==> config.mk <==
export PLATFORM = sky130hd
export DESIGN_NAME = uart_tx_fifo_reader
export DESIGN_NICKNAME = d
export VERILOG_FILES = /design/src/rtl/uart_tx_pkg.sv /design/src/rtl/uart_tx_fifo_reader_timer.sv /design/src/rtl/uart_tx_fifo_reader.sv
export SDC_FILE = /design/constraint.sdc
export NUM_CORES = 1
export LEC_CHECK = 0
export ABC_AREA = 1
export CORE_MARGIN = 1.5
export CORE_UTILIZATION = 50
export DETAILED_ROUTE_END_ITERATION = 10
export PLACE_DENSITY = 0.75
export REMOVE_ABC_BUFFERS = 1
export SKIP_CTS_REPAIR_TIMING = 1
export SYNTH_ARGS = -nofsm -noshare
export SYNTH_HDL_FRONTEND = slang
export SYNTH_SLANG_ARGS = --single-unit
==> constraint.sdc <==
create_clock -name CLK -period 1.45 [get_ports CLK]
set_input_delay 0.29 -clock CLK [delete_from_list [all_inputs] [get_ports CLK]]
set_output_delay 0.29 -clock CLK [all_outputs]
set_load 0.005 [all_outputs]
==> src/rtl/uart_tx_pkg.sv <==
// Shared types and constants for the UART transmit path that drains the TX FIFO.
package uart_tx_pkg;

  typedef enum logic [2:0] {
    IDLE   = 3'd0,
    START  = 3'd1,
    DATA   = 3'd2,
    PARITY = 3'd3,
    STOP   = 3'd4
  } tx_state_e;

  localparam logic PAR_EVEN = 1'b0;
  localparam logic PAR_ODD  = 1'b1;

  localparam int unsigned DEFAULT_CLKS_PER_BIT = 16;

endpackage

==> src/rtl/uart_tx_fifo_reader_timer.sv <==
// Bit-period counter: runs 0..CLKS_PER_BIT-1 and flags the last cycle of each bit.
module uart_bit_timer
  import uart_tx_pkg::*;
#(
  parameter int unsigned CLKS_PER_BIT = DEFAULT_CLKS_PER_BIT,
  parameter int unsigned CNT_W        = 8
) (
  input  logic CLK,
  input  logic RST,
  input  logic restart,
  output logic bit_done
);

  logic [CNT_W-1:0] cnt_q, cnt_d;

  assign bit_done = (cnt_q == CNT_W'(CLKS_PER_BIT - 1));

  always_comb begin
    cnt_d = cnt_q + 1'b1;
    if (restart || bit_done) begin
      cnt_d = '0;
    end
  end

  always_ff @(posedge CLK) begin
    if (RST) begin
      cnt_q <= '0;
    end else begin
      cnt_q <= cnt_d;
    end
  end

endmodule

==> src/rtl/uart_tx_fifo_reader.sv <==
// Pops words from the TX FIFO and serializes them as start/data/[parity]/stop UART frames.
// Define UART_TX_STOP2_EN for two stop bits per frame.
module uart_tx_fifo_reader
  import uart_tx_pkg::*;
#(
  parameter int unsigned DATA_WIDTH   = 8,
  parameter int unsigned CLKS_PER_BIT = DEFAULT_CLKS_PER_BIT,
  parameter int unsigned CNT_W        = 8
) (
  input  logic                  CLK,
  input  logic                  RST,
  input  logic                  TX_EN,
  input  logic                  PAR_EN,
  input  logic                  PAR_TYP,
  input  logic [DATA_WIDTH-1:0] FIFO_RD_DATA,
  input  logic                  FIFO_EMPTY,
  output logic                  FIFO_RD_INC,
  output logic                  TX_OUT,
  output logic                  BUSY
);

  localparam int unsigned IDX_W = (DATA_WIDTH > 2) ? $clog2(DATA_WIDTH) : 1;

  tx_state_e             state_q, state_d;
  logic [DATA_WIDTH-1:0] shift_q, shift_d;
  logic [IDX_W-1:0]      bit_idx_q, bit_idx_d;
  logic                  par_en_q, par_en_d;
  logic                  par_bit_q, par_bit_d;
  logic                  tx_q, tx_d;
  logic                  busy_q, busy_d;
  logic                  bit_done;
  logic                  stop_last;
  logic                  pop_cond;
  logic                  restart;

`ifdef UART_TX_STOP2_EN
  // bit_idx counts stop bits while in STOP
  assign stop_last = (bit_idx_q == IDX_W'(1));
`else
  assign stop_last = 1'b1;
`endif

  assign pop_cond = ~RST & TX_EN & ~FIFO_EMPTY &
                    ((state_q == IDLE) | ((state_q == STOP) & bit_done & stop_last));
  assign FIFO_RD_INC = pop_cond;

  // Hold the timer at zero while idle so a new frame always starts a full bit period.
  assign restart = (state_q == IDLE) | pop_cond;

  uart_bit_timer #(
    .CLKS_PER_BIT (CLKS_PER_BIT),
    .CNT_W        (CNT_W)
  ) u_bit_timer (
    .CLK      (CLK),
    .RST      (RST),
    .restart  (restart),
    .bit_done (bit_done)
  );

  always_comb begin
    state_d   = state_q;
    shift_d   = shift_q;
    bit_idx_d = bit_idx_q;
    par_en_d  = par_en_q;
    par_bit_d = par_bit_q;
    tx_d      = tx_q;
    busy_d    = busy_q;

    case (state_q)
      IDLE: begin
        tx_d   = 1'b1;
        busy_d = 1'b0;
      end
      START: begin
        if (bit_done) begin
          state_d   = DATA;
          tx_d      = shift_q[0];
          shift_d   = shift_q >> 1;
          bit_idx_d = '0;
        end
      end
      DATA: begin
        if (bit_done) begin
          if (bit_idx_q == IDX_W'(DATA_WIDTH - 1)) begin
            bit_idx_d = '0;
            if (par_en_q) begin
              state_d = PARITY;
              tx_d    = par_bit_q;
            end else begin
              state_d = STOP;
              tx_d    = 1'b1;
            end
          end else begin
            tx_d      = shift_q[0];
            shift_d   = shift_q >> 1;
            bit_idx_d = bit_idx_q + 1'b1;
          end
        end
      end
      PARITY: begin
        if (bit_done) begin
          state_d   = STOP;
          tx_d      = 1'b1;
          bit_idx_d = '0;
        end
      end
      STOP: begin
        if (bit_done) begin
          if (!stop_last) begin
            bit_idx_d = bit_idx_q + 1'b1;
          end else begin
            state_d = IDLE;
            tx_d    = 1'b1;
            busy_d  = 1'b0;
          end
        end
      end
      default: begin
        state_d = IDLE;
        tx_d    = 1'b1;
        busy_d  = 1'b0;
      end
    endcase

    // A pop overrides the STOP->IDLE exit so frames run back to back.
    if (pop_cond) begin
      state_d   = START;
      tx_d      = 1'b0;
      busy_d    = 1'b1;
      shift_d   = FIFO_RD_DATA;
      par_en_d  = PAR_EN;
      par_bit_d = (^FIFO_RD_DATA) ^ (PAR_TYP == PAR_ODD);
      bit_idx_d = '0;
    end
  end

  always_ff @(posedge CLK) begin
    if (RST) begin
      state_q   <= IDLE;
      shift_q   <= '0;
      bit_idx_q <= '0;
      par_en_q  <= 1'b0;
      par_bit_q <= 1'b0;
      tx_q      <= 1'b1;
      busy_q    <= 1'b0;
    end else begin
      state_q   <= state_d;
      shift_q   <= shift_d;
      bit_idx_q <= bit_idx_d;
      par_en_q  <= par_en_d;
      par_bit_q <= par_bit_d;
      tx_q      <= tx_d;
      busy_q    <= busy_d;
    end
  end

  assign TX_OUT = tx_q;
  assign BUSY   = busy_q;

endmodule

; Word-level counts from Yosys, hierarchy flattened
; Index checks and enable logic that the tools add are counted.
[totals]
rom_bits = 0
mem_bits_rw = 0
reg_bits = 26
output_inout_bits = 3
wordCells = 84
memories = 0
latch_bits = 0
[classes]
n_mul = 0
eq_ne = 21
div_mod_pow = 0
reduce_logical = 16
n_bitwise = 10
mux = 26
n_shift = 0
addsub = 2
magnitude_cmp = 0
[ops]
columns = cell, count
row1 = $mux 8, 4
row2 = $mux 3, 8
row3 = $ne 3x3->1 const B, 6
row4 = $pmux 8 s2, 1
row5 = $pmux 3 s5, 1
row6 = $ne 2x2->1 const B, 6
row7 = $reduce_and 6->1, 2
row8 = $mux 1, 9
row9 = $add 8x1->8 const B, 1
row10 = $eq 8x4->1 const B, 1
row11 = $reduce_or 2->1, 4
row12 = $reduce_xor 8->1, 1
row13 = $eq 3x2->1 const B, 2
row14 = $eq 3x3->1 const B, 2
row15 = $pmux 3 s2, 1
row16 = $reduce_and 3->1, 2
row17 = $and 1x1->1, 4
row18 = $ne 2x1->1 const B, 2
row19 = $reduce_and 4->1, 1
row20 = $add 3x1->3 const B, 1
row21 = $eq 3x1->1 const B, 1
row22 = $logic_not 3->1, 1
row23 = $ne 3x1->1 const B, 1
row24 = $not 1->1, 3
row25 = 9 further kinds, 10

; Logic depth before layout (Yosys ltp)
; Gate-level depths: netlist (run 1).
[logic_depth]
ltp_word = 7
mapped_depth = 11

; Cells and area by module
; A second synthesis (run 1) with hierarchy kept.
[hier_totals]
hier_cells = 221
hier_area_um2 = 1549.0
[by_module_without_submodules]
columns = module, n_inst, seq_area_each_um2, cells_each, area_per_inst_um2
row1 = uart_tx_fifo_reader, 1, 360.3, 168, 1159.9
row2 = uart_bit_timer, 1, 160.2, 53, 389.1

; Least setup slack after synthesis (run 1)
; No wires, ideal clock.
[synth_path]
path_kind = flip-flop to flip-flop
start = register u_bit_timer.cnt_q[0]
end = register shift_q[3]
path_slack_ns = 0.004
t_arrival_ns = 1.332
n_path_buf = 1
synth_period_minus_slack_ns = 1.446
stages_incl_launch_ff = 12
path_cell_list = dfxtp_1 -> ha_1 -> nand3_4 -> inv_2 -> nand3_2 -> inv_2 -> nand2_4 -> nand2_4 -> buf_12 -> nand2_1 -> nor2_1 -> nor2_1
[synth_between]
elab_chain_cells = 6
word_cells_on_any_way = 10
[synth_rtl]
columns = item, line
row1 = "start, declared", uart_tx_fifo_reader_timer.sv:14  ; logic [CNT_W-1:0] cnt_q, cnt_d;
row2 = "start signal, assigned", uart_tx_fifo_reader_timer.sv:29  ; cnt_q <= cnt_d;
row3 = $eq 8x4->1 (*), uart_tx_fifo_reader_timer.sv:16  ; assign bit_done = (cnt_q == CNT_W'(CLKS_PER_BIT - 1));
row4 = $and 1x1->1, uart_tx_fifo_reader.sv:44  ; ((state_q == IDLE) | ((state_q == STOP) & bit_done & stop_last));
row5 = $or 1x1->1, uart_tx_fifo_reader.sv:44
row6 = $and 1x1->1, uart_tx_fifo_reader.sv:43  ; assign pop_cond = ~RST & TX_EN & ~FIFO_EMPTY &
row7 = $ne 3x3->1 (no line) or $reduce_bool 3->1 (tied branches), n/a
row8 = $reduce_and 4->1 (no line), n/a
row9 = "end signal, assigned", uart_tx_fifo_reader.sv:148  ; shift_q <= shift_d;
row10 = "end, declared", uart_tx_fifo_reader.sv:25  ; logic [DATA_WIDTH-1:0] shift_q, shift_d;
; Mark *: on every way between the ends. The rest lies on a longest branch, timed or not.
; A chain may end at the register's enable or synchronous reset.

; Final worst setup path (run 1)
[layout_path]
start = register state_q[1]
end = output port FIFO_RD_INC
[layout_between]
elab_chain_cells = 4
word_cells_on_any_way = 5
[layout_rtl]
columns = item, line
row1 = "start, declared", uart_tx_fifo_reader.sv:24  ; tx_state_e state_q, state_d;
row2 = "start signal, assigned", uart_tx_fifo_reader.sv:147  ; state_q <= state_d;
row3 = $eq 3x3->1, uart_tx_fifo_reader.sv:44
row4 = $and 1x1->1, uart_tx_fifo_reader.sv:44
row5 = $or 1x1->1 (*), uart_tx_fifo_reader.sv:44
row6 = $and 1x1->1 (*), uart_tx_fifo_reader.sv:43
row7 = "end, declared", uart_tx_fifo_reader.sv:17  ; output logic FIFO_RD_INC,
; Marks and branches as above.

==> results.sh, run 1 <==
export IMPL_grt_max_degree=23
export IMPL_start_util=0.536
export IMPL_coreArea_um2=2810
export IMPL_hold_slack_ps=467
export IMPL_crit_arrival_ps=1340
export IMPL_route_detailed_drc=2
export IMPL_slew_headroom=0.796
export IMPL_seq_area_frac_synth=0.346
export IMPL_synth_cell_types=31
export IMPL_ant_nets=0
export IMPL_cts_root_buf="clkbuf_4"
export IMPL_synth_top_family_by_area="simple AND/OR/NAND/NOR gates"
export IMPL_synth_commonest_cells="nand2_1 (54), nor2_1 (35), dfxtp_1 (26), inv_1 (26)"
export IMPL_htreeDepth=1
export IMPL_synthArstFlopShare=0
export IMPL_crit_type="register to output port"
export IMPL_start_kind="register"
export IMPL_grt_pass1_wl_um=5370
export IMPL_drt_iter0_markers=56
export IMPL_syn_inst=219
export IMPL_cp_max_fo=3
export IMPL_hp_start="BUSY"
export IMPL_die_area_um2=3350
export IMPL_antenna_found_initial=0
export IMPL_setup_tns_ps=-831
export IMPL_hpwl_um=2380
export IMPL_synth_area_leaders="dfxtp_1 (35%), nand2_1 (13%), nor2_1 (8.7%)"
export IMPL_rrSetupSlack_ps=-100
export IMPL_place_congestion=0.851
export IMPL_diodes=0
export IMPL_ys_ff_latch=26
export IMPL_avgSynthCellArea_um2=6.87
export IMPL_grt_pass1_vias=1304
export IMPL_cap_violations=0
export IMPL_finalClockSkew_ps=10.5
export IMPL_vias=1496
export IMPL_synth_simple_area_share=0.382
export IMPL_drt_vias_per_instance=4.97
export IMPL_cts_sinks=26
export IMPL_cp_end_kind="output port"
export IMPL_synth_top_cell_area_share=0.346
export IMPL_hp_class="register to register"
export IMPL_post_synth_top_count_cell="nand2_1"
export IMPL_yosysTopAreaCell="dfxtp_1"
export IMPL_cellLeakagePower_nw=0.964
export IMPL_drt_wl_total_um=3420
export IMPL_utilization=0.752
export IMPL_drt_wirelength_per_cell_um=11.3
export IMPL_grt_usage=0.200
export IMPL_synth_xor_area_frac=0.0116
export IMPL_syn2layout_area_growth_pct=40.2
export IMPL_powerDensity_nw_per_um2=932
export IMPL_layout_filler_cells=214
export IMPL_hold_viol_final=0
export IMPL_synthMuxAreaShare=0
export IMPL_tritoncts="yes"
export IMPL_yosysWarnings=0
export IMPL_status="finished, violations left"
export IMPL_fmaxAchievable_mhz=614
export IMPL_post_route_period_util=1.12
export IMPL_timing_rr_start="u_bit_timer.cnt_q[1]"
export IMPL_setup_violations_final=16
export IMPL_synth_compound_area_frac=0.125
export IMPL_synth_edf_count=0
export IMPL_pin_count=17
export IMPL_fin_crit_ps=1630
export IMPL_portBuffers=16
export IMPL_synthAdderAreaFrac=0.0250
export IMPL_rows=19
export IMPL_synth_area_um2=1500
export IMPL_worstMarginPinSlew_ps=305
export IMPL_fin_nets=288
export IMPL_final_setup_worst_slack_ps=-177
export IMPL_die_h_um=57.8
export IMPL_clkLatencyLatePin_ps=330
export IMPL_violations="design-rule violations, negative setup slack"
export IMPL_cts_reportedPaths_clkPinSlew_ps=150
export IMPL_drive_above_1_share=0.311
export IMPL_cts_buffer_depth=2
export IMPL_critPathLaunch="state_q[1]"
export IMPL_rsz0062_at_grt="true"
export IMPL_required_ps=1160
export IMPL_ir_worst_vdd_mv=0.741
export IMPL_slew_viol_final=0
export IMPL_drt_pass1_iter_count=7
export IMPL_die_width_um=57.8
export IMPL_numCtsBuffers=3
export IMPL_grt_overflow=0
export IMPL_synth_flop_cell="dfxtp_1"
==> layout make-up <==
type                    count  area (µm²)  share of cell area
repair buffers             50         419               0.199
clock inverters             1        30.0              0.0142
multi-input cells         159         951               0.451
inverters                  31         121              0.0576
flip-flops and latches     26         526               0.249
clock buffers               3        22.5              0.0107
well taps                  31        38.8              0.0184
==> metal layers <==
layer,part of all wire,vias to the layer above,global-route usage
met5,0,-,0
met2,0.52,23,0.357
li1,-,796,-
met3,0.037,4,0.0402
met1,0.43,673,0.253
met4,0.011,0,0.0299
==> registers in the layout, summed over array words and instances, names as in the netlist <==
register	cells
shift_q	8
u_bit_timer.cnt_q	8
bit_idx_q	3
state_q	3
BUSY	1
TX_OUT	1
par_bit_q	1
par_en_q	1
==> report_power, final <==
part / total (mW) / switching, mW / internal (mW) / leakage (nW)
Combinational: 0.654 / 0.352 / 0.302 / 0.724
Sequential: 0.801 / 0.0332 / 0.767 / 0.212
Clock: 0.511 / 0.231 / 0.280 / 0.0279
Total: 1.97 / 0.616 / 1.35 / 0.964
==> layout by cell type, fill, tap and decap left out, drive strengths merged <==
master         synthesis  routed
clkbuf                 0       4
a21oi                 17      17
o21ai                 11      11
ha                     3       3
inv                   31      31
buf                    4      34
xnor2                  1       1
nor3                   4       4
nand3b                 1       1
dlymetal6s2s           0       2
bufinv                 0       1
nand2                 57      58
dfxtp                 26      26
nand3                 19      19
or2                    1       1
o22ai                  1       1
clkdlybuf4s50          0      13
xor2                   1       1
nor2                  38      38
nor3b                  2       2
o21bai                 1       1
and3                   1       1
==> critical path: stages, from the launching register on <==
cell and delay (ps):
dfxtp_1 380, nor2_2 150, inv_1 100, nor2_4 150, nand2_4 60, inv_2 60
clkbuf_2 100
==> cell families (layout without fill, tap and decap cells) <==
logic type | after synthesis | after routing
simple gates | 123 | 124
buf+inv | 35 | 85
compound gates | 30 | 30
flops | 26 | 26
fa+ha+maj | 3 | 3
xor+xnor | 2 | 2
==> stage by stage <==
stage	setup slack [ps]	cell area (µm²)	total power, mW	instances
after floorplan	7.89	1450	1.12	215
after global placement	-494	1900	1.36	295
after detailed placement	-493	1900	1.37	295
after CTS	-655	1950	1.87	299
after global routing	-241	2110	2.08	301
final	-177	2110	1.97	301
==> path summary, 6_finish.rpt <==
kind	end	cells after the start
min reg2reg	BUSY	2
min	BUSY	2
max	FIFO_RD_INC	6
max reg2reg	shift_q[5]	11
(Power assumes the default switching activity.)
==> inputs of run 2 (changes only) <==
==> constraint.sdc (replaced) <==
create_clock -name CLK -period 1.45 [get_ports CLK]
set_input_delay 0.29 -clock CLK [delete_from_list [all_inputs] [get_ports CLK]]
set_output_delay 0.29 -clock CLK [all_outputs]
set_load 0.05 [all_outputs]
==> results.sh, run 2 (same netlist as run 1, synthesis figures left out) <==
export IMPL_status="finished, violations left"
export IMPL_violations="design-rule violations, negative setup slack"
export IMPL_holdPathStages=2
export IMPL_cts_buffer_depth=2
export IMPL_mostFrequentLayoutCells="nand2_1 (54), nor2_1 (29), inv_1 (26), buf_4 (26), dfxtp_1 (22)"
export IMPL_top_regs="shift_q (8), u_bit_timer.cnt_q (8)"
export IMPL_die_h_um=57.8
export IMPL_path_buf_inv=2
export IMPL_grt_pass1_vias=1272
export IMPL_final_setup_worst_slack_ps=-232
export IMPL_cp_max_fo=4
export IMPL_worstReg2RegEnd="shift_q[5]"
export IMPL_timing_rr_start="u_bit_timer.cnt_q[1]"
export IMPL_diodes=0
export IMPL_slew_viol_final=0
export IMPL_drt_pass1_iter_count=8
export IMPL_crit_arrival_ps=1390
export IMPL_drt_iter0_markers=48
export IMPL_start_kind="register"
export IMPL_fin_crit_ps=1680
export IMPL_crit_path_max_incr_delay_ps=380
export IMPL_crit_slowest_cell="dfxtp_2"
export IMPL_min_to="bit_idx_q[2]"
export IMPL_cts_root_buf="clkbuf_4"
export IMPL_layout_filler_cells=232
export IMPL_worstMarginPinSlew_ps=290
export IMPL_final_common_cell="nand2_1"
export IMPL_coreArea_um2=2810
export IMPL_met1_usage=0.245
export IMPL_rrSetupSlack_ps=-50
export IMPL_tritoncts="yes"
export IMPL_drive_above_1_share=0.263
export IMPL_start_util=0.536
export IMPL_numCtsBuffers=3
export IMPL_hpwl_um=2360
export IMPL_cap_violations=0
export IMPL_die_width_um=57.8
export IMPL_reg2regPathDepth=10
export IMPL_finalClockSkew_ps=3.00
export IMPL_cp_end_kind="output port"
export IMPL_grt_usage=0.200
export IMPL_crit_chain="ha_4 -> nand3_4 -> o21bai_4 -> nand2_4 -> inv_4 -> buf_12"
export IMPL_syn2layout_area_growth_pct=32.5
export IMPL_portBuffers=16
export IMPL_hp_start="bit_idx_q[2]"
export IMPL_fin_nets=280
export IMPL_rsz0062_at_grt="true"
export IMPL_place_congestion=0.881
export IMPL_grt_max_degree=15
export IMPL_vias=1432
export IMPL_grt_pass1_wl_um=5140
export IMPL_crit_type="register to output port"
export IMPL_cp_top_family="flip-flops"
export IMPL_antenna_found_initial=0
export IMPL_route_detailed_drc=2
export IMPL_cts_reportedPaths_clkPinSlew_ps=140
export IMPL_fmaxAchievable_mhz=595
export IMPL_powerDensity_nw_per_um2=904
export IMPL_hold_slack_ps=487
export IMPL_grt_overflow=0
export IMPL_htreeDepth=1
export IMPL_top_usage_layer="met2"
export IMPL_drt_wirelength_per_cell_um=10.6
export IMPL_design_area_um2=1990
export IMPL_clkLatencyLatePin_ps=320
export IMPL_hold_viol_final=0
export IMPL_hp_class="register to register"
export IMPL_required_ps=1160
export IMPL_rows=19
export IMPL_post_route_period_util=1.16
export IMPL_placed_area_um2=1860
export IMPL_cellLeakagePower_nw=0.916
export IMPL_slew_headroom=0.806
export IMPL_drt_wl_total_um=3110
export IMPL_met2_usage=0.341
export IMPL_place_ws_ps=-218
export IMPL_pin_count=17
export IMPL_critPathLaunch="u_bit_timer.cnt_q[1]"
export IMPL_ir_worst_vdd_mv=0.585
export IMPL_cts_sinks=26
export IMPL_die_area_um2=3350
export IMPL_setup_violations_final=9
export IMPL_ant_nets=0
export IMPL_grtUsageMet3=0.0268
export IMPL_drt_vias_per_instance=4.89
## run 2: cell types whose count changed in the layout (fill, tap and decap cells not counted), moves of 2 or more
cell / change
nor2_2: +2
dlymetal6s2s_1: -2
nand2_2: -4
buf_12: +3
nand3_1: +2
nand2_1: +4
buf_4: -7
nor3_2: -2
nor3_1: +2
## run 2: worst max-delay path by stage
stage | to | slack (ps) | cells past startpoint
after detailed placement | shift_q[4] | -220 | 10
after floorplan | FIFO_RD_INC | -90 | 5
final | FIFO_RD_INC | -230 | 6
after global routing | FIFO_RD_INC | -310 | 6
after CTS | FIFO_RD_INC | -420 | 6
after global placement | shift_q[3] | -200 | 10
## run 2: metal layers
layer	share of wire	wire length, µm	vias to the layer above
met4	0.020	63	0
met2	0.47	1460	17
met1	0.48	1490	632
met5	0	0	-
li1	-	-	779
met3	0.032	98	4
## run 2: layout make-up
cell class	instances	area, µm²	share of cell area
Multi-Input combinational cell	158	877	0.440
Sequential cell	26	526	0.264
Timing Repair Buffer	43	397	0.199
Inverter	31	119	0.0596
Tap cell	31	38.8	0.0195
Clock buffer	4	36.3	0.0182
## run 2: where the power goes
part           switching [mW]  total, mW  internal [mW]
Combinational           0.346      0.631          0.285
Clock                   0.217      0.371          0.154
Sequential             0.0365      0.801          0.765
Total                   0.599       1.80           1.20
## run 2: worst reg2reg max path, delay by kind of cell (launching register included)
family        cells  cell delay (ps)
simple gates      7              690
flops             1              380
fa+ha+maj         1              150
buf+inv           2              220
## run 2: metrics by stage
stage,utilization,TNS [ps],instances,power (mW)
final,0.711,-542,293,1.80
after global routing,0.711,-1600,293,1.91
after CTS,0.674,-1390,289,1.78
after detailed placement,0.661,-3180,285,1.41
after global placement,0.661,-3200,285,1.40
after floorplan,-,-288,215,1.17
==> inputs of run 3 (changes only) <==
Settings changed: SLEW_MARGIN from default to 20.
==> results of run 3 <==
Final layout, timing and power as in run 2 (identical DEF).
